===== src/rtl/local_input_buffer.sv =====
// Local-port input buffer: a circular FIFO between the PE injector and the router
// local input stage, with Req/Gnt/Full handshakes on both sides and wrap-around counters.
module local_input_buffer #(
   parameter int dataWidth = 32,
   parameter int DEPTH     = 4,
   parameter int ptrWidth  = 2
) (
   input  logic                 clk,
   input  logic                 reset,
   input  logic                 ReqUpStr,
   input  logic [dataWidth-1:0] PacketIn,
   output logic                 GntUpStr,
   output logic                 UpStrFull,
   output logic                 ReqDnStr,
   output logic [dataWidth-1:0] PacketOut,
   input  logic                 GntDnStr,
   input  logic                 DnStrFull,
   output logic [ptrWidth:0]    Occupancy,
   output logic [15:0]          PktInCount,
   output logic [15:0]          PktOutCount
);

   typedef enum logic {OUT_IDLE, OUT_WAIT} state_t;

   localparam logic [ptrWidth:0] FULL_CNT = (ptrWidth+1)'(DEPTH);

   logic [DEPTH-1:0][dataWidth-1:0] mem_q;
   logic [ptrWidth-1:0]             wp_q, wp_d, rp_q, rp_d;
   logic [ptrWidth:0]               occ_q, occ_d;
   logic                            gnt_q, gnt_d, req_q, req_d;
   logic [dataWidth-1:0]            pkt_q, pkt_d;
   logic [15:0]                     incnt_q, incnt_d, outcnt_q, outcnt_d;
   state_t                          state_q, state_d;
   logic                            accept, pop;

   // Full is taken from the pre-edge count, so a same-edge pop never enables an accept.
   assign UpStrFull   = (occ_q == FULL_CNT);
   assign accept      = ReqUpStr && !UpStrFull && !gnt_q;
   assign GntUpStr    = gnt_q;
   assign ReqDnStr    = req_q;
   assign PacketOut   = pkt_q;
   assign Occupancy   = occ_q;
   assign PktInCount  = incnt_q;
   assign PktOutCount = outcnt_q;

   always_comb begin
      state_d  = state_q;
      req_d    = req_q;
      pkt_d    = pkt_q;
      rp_d     = rp_q;
      outcnt_d = outcnt_q;
      pop      = 1'b0;
      case (state_q)
         OUT_IDLE: begin
            if (occ_q != '0 && !DnStrFull) begin
               pop     = 1'b1;
               pkt_d   = mem_q[rp_q];
               rp_d    = rp_q + ptrWidth'(1);
               req_d   = 1'b1;
               state_d = OUT_WAIT;
            end
         end
         OUT_WAIT: begin
            if (GntDnStr) begin
               req_d    = 1'b0;
               outcnt_d = outcnt_q + 16'd1;
               state_d  = OUT_IDLE;
            end
         end
         default: state_d = OUT_IDLE;
      endcase
   end

   always_comb begin
      gnt_d   = accept;
      wp_d    = accept ? wp_q + ptrWidth'(1) : wp_q;
      incnt_d = accept ? incnt_q + 16'd1 : incnt_q;
      occ_d   = occ_q;
      if (accept && !pop)      occ_d = occ_q + (ptrWidth+1)'(1);
      else if (!accept && pop) occ_d = occ_q - (ptrWidth+1)'(1);
   end

   always_ff @(posedge clk or posedge reset) begin
      if (reset) begin
         state_q  <= OUT_IDLE;
         wp_q     <= '0;
         rp_q     <= '0;
         occ_q    <= '0;
         gnt_q    <= 1'b0;
         req_q    <= 1'b0;
         pkt_q    <= '0;
         incnt_q  <= '0;
         outcnt_q <= '0;
      end else begin
         state_q  <= state_d;
         wp_q     <= wp_d;
         rp_q     <= rp_d;
         occ_q    <= occ_d;
         gnt_q    <= gnt_d;
         req_q    <= req_d;
         pkt_q    <= pkt_d;
         incnt_q  <= incnt_d;
         outcnt_q <= outcnt_d;
      end
   end

   always_ff @(posedge clk or posedge reset) begin
      if (reset) mem_q <= '0;
      else if (accept) mem_q[wp_q] <= PacketIn;
   end

endmodule


===== config.mk =====
export PLATFORM = sky130hd
export DESIGN_NAME = local_input_buffer
export DESIGN_NICKNAME = d
export VERILOG_FILES = /design/src/rtl/local_input_buffer.sv
export SDC_FILE = /design/constraint.sdc
export NUM_CORES = 1
export LEC_CHECK = 0
export ABC_AREA = 1
export ABC_CLOCK_PERIOD_IN_PS = 8700
export CAP_MARGIN = 20
export CORE_ASPECT_RATIO = 0.6
export CORE_MARGIN = 5
export CORE_UTILIZATION = 26
export CTS_CLUSTER_DIAMETER = 200
export DETAILED_ROUTE_END_ITERATION = 8
export PLACE_DENSITY = 0.41
export SLEW_MARGIN = 20
export SYNTH_ARGS = -nofsm -noshare
export SYNTH_HDL_FRONTEND = slang
export SYNTH_SLANG_ARGS = --single-unit
export TNS_END_PERCENT = 100

===== constraint.sdc =====
create_clock -name clk -period 8.7 [get_ports clk]
set_input_delay 1.305 -clock clk [delete_from_list [all_inputs] [get_ports clk]]
set_output_delay 1.305 -clock clk [all_outputs]
set_load 0.02 [all_outputs]

==> summary.md <==
| Metric | Value |
|---|---|
| Status | completed |
| Yosys Warn Count | 0 |
| Port-buffer cells | 106 |
| Clk_lat worst skew | 0.51 ns |
| Count of pins over their slew limit | 0 |
| TritonCTS sink count | 202 |
| Antenna-violating nets left | 0 |
| Yosys reg bits | 202 |
| Wirelength, routed | 24,300 um |
| Leak | 5.17 nW |
| Switch share | 0.384 |
| Number of global-route vias before repair | 6,676 |
| Clock network fraction of total power | 0.231 |
| Synth unique cells | 29 |
| CP max FO | 3 |
| Avg Vias per Cell | 4.33 |
| Die ar. | 0.0391 sq mm |
| Internal power | 2.42 mW |
| Via count | 6,897 |
| Period Utilization, post-route | 0.364 |
| Crit path top cell by count | inv_1 |
| Sequential group share of total power | 0.401 |
| Slowest stage delay, CP | 0.59 ns |
| Worst clock skew | 0.00884 ns |
| Post-layout instance count excluding filler cells | 1,593 |
| Most used DFF post-synth | dfrtp_1 |
| Global Route met1 Usage | 0.187 |
| # setup viols final | 0 |
| Final Hold Vio Count | 0 |
| FMAX | 0.316 GHz |
| Total Nets Final | 1,158 |
| Worst setup EP type | output pin |
| H-tree depth | 1 |
| Number of synthesized flops with an enable pin | 0 |
| GP Congestion | 0.731 |
| Post-synthesis sequential area ratio | 0.553 |
| GRT met2 Usage | 0.187 |
| Synth async-reset ratio | 1.00 |
| Antenna cells | 0 |
| Initial antenna violation count | 0 |
| DP Wirelength | 14,300 um |
| Routed WL per cell | 15.2 um |
| Max-cap violation count | 0 |
| Post-synth design cell area | 0.00914 sq mm |
| Die X | 252 um |
| Worst Path Arrival | 1.86 ns |
| CTS max path bufs | 3 |
| Cells after Synth | 1,029 |
| TritonCTS Buffers | 22 |
| DRT Pass-1 Iters | 5 |
| # hold bufs at CTS | 0 |
| PostCTS Resize Cnt | 0 |
| Grt ovf | 0 |
| All-Layer GR Usage | 0.124 |
| Post-route DRC | 0 |
| Worst slew pin tran | 0.928 ns |
| Root Driver | clkbuf_16 |
| Starting density of the core | 0.262 |
| Avg Inst Size Synth | 8.89 sq um |
| Minimum clock period | 3.17 ns |
| Final core utilization | 0.319 |
| Chip height | 155 um |
| Setup_tns | 0 ns |
| Most used routing layer in global routing | met1 |
| Psw | 1.51 mW |
| Critical path cell sequence | inv_1 -> nand3_4 -> inv_1 -> clkdlybuf4s50_1 |
| Relative slew slack | 0.382 |
| Pwr/cell area | 353 mW/mm^2 |
| Top cell type's share of synthesized area | 0.553 |
| Worst Hold Class | reg2reg |
| Global-route wire length before repair | 39,500 um |
| Rows | 53 |
| Core area | 0.0349 sq mm |
| Final instance area | 0.0111 sq mm |
| CP max-delay cell | clkdlybuf4s50_1 |
| Placed cells | 1,556 |
| Total setup buffers inserted after CTS | 0 |
| M3 GR Usage | 0.0246 |
| Largest net degree at the start of global routing | 128 |
| Peak supply drop | 0.114 mV |
| Share of cells above drive strength 1 | 0.0719 |
| P&R area growth vs syn | 21.7% |
| Post-place instance area | 0.0104 sq mm |
| CP Data Required Time | 7.39 ns |
| Nature of the critical path startpoint | register |
| Most frequent cells after synthesis | 288 x nand2_1, 202 x dfrtp_1, 122 x o21ai_1 |
| I/O Pins | 107 |
| WS Path Type | reg2out |
| Most common cell in the synthesized netlist | nand2_1 |
| Area leader, netlist | dfrtp_1 |
| Leading post-synthesis cells by cell area | dfrtp_1 55%, nand2_1 12%, o21ai_1 6.7% |
| Worst-path clk slew | 0.06 ns |
| RSZ-0062 raised after global routing | no |
| CTS tree | built |
| Syn Nets | 1,074 |
| Initial drt markers | 605 |
| Combinational power share | 0.368 |
-- worst paths after layout --
check	to	slack [ns]	startpoint	cells past startpoint
setup / recovery	UpStrFull	5.53	Occupancy[1]	4
hold / removal	mem_q[34]	0.47	mem_q[34]	2
setup reg to reg	Occupancy[2]	6.31	Occupancy[1]	10
hold reg to reg	mem_q[34]	0.47	mem_q[34]	2
max in group asynchronous	rp_q[0]	5.98	reset	3
min in group asynchronous	PktOutCount[12]	1.38	reset	2
-- sequential cells by signal (all words and copies together) (netlist names) --
signal,cells
state_q,1
wp_q,2
Occupancy,3
PacketOut,32
PktOutCount,16
ReqDnStr,1
mem_q,128
PktInCount,16
rp_q,2
GntUpStr,1
-- worst max-delay path: cells and delay by family (launching register included) --
kind	cells	cell delay, ns
flops	1	0.42
simple gates	1	0.12
buf+inv	3	0.80
-- cells in the final DEF (no fill, tap or decap), drive strengths merged --
cell,synthesis,layout
xor2,15,15
nand3,16,16
nand2,294,294
buf,41,5
inv,69,69
a21oi,2,2
dfrtp,202,202
fa,1,1
nor3,5,5
clkinv,0,3
xnor2,7,7
nand4,7,7
o21ai,228,228
nand3b,6,6
ha,7,7
clkdlybuf4s50,0,106
nor2,119,119
clkbuf,10,34
-- routing by layer --
metal | up-vias | routed length (um)
met1 | 3297 | 12400
met5 | - | 0
met4 | 0 | 333
li1 | 3479 | -
met2 | 98 | 10600
met3 | 23 | 865
-- power by group through the flow --
stage                     clock network (mW)  logic (mW)  registers [mW]
after floorplan                            0       0.965            1.63
after global placement                     0        1.46            1.59
after detailed placement                   0        1.48            1.59
after CTS                              0.946        1.48            1.58
after global routing                   0.984        1.65            1.63
final                                  0.909        1.45            1.58
-- metrics by stage --
| stage | hold WS, ns | setup slack, ns | total power, mW |
|---|---|---|---|
| after floorplan | 0.450 | 1.88 | 2.59 |
| after global placement | 0.460 | 4.92 | 3.06 |
| after detailed placement | 0.462 | 4.96 | 3.07 |
| after CTS | 0.477 | 5.48 | 4.01 |
| after global routing | 0.493 | 5.43 | 4.26 |
| final | 0.474 | 5.53 | 3.93 |
-- kinds of logic after synthesis --
family,Yosys count,share of synthesized area
compound gates,230,0.135
xor+xnor,22,0.0211
fa+ha+maj,8,0.0118
buf+inv,120,0.0739
flops,202,0.553
simple gates,447,0.206
-- layout make-up --
class / instances / area [sq um]
Timing Repair Buffer: 111 / 1100
Clock buffer: 34 / 677
Multi-Input combinational cell: 707 / 3410
Tap cell: 467 / 584
Inverter: 69 / 279
Clock inverter: 3 / 15.0
Fill cell: 3669 / 23800
Sequential cell: 202 / 5060
Note: power is estimated with default switching activity, not from simulation.
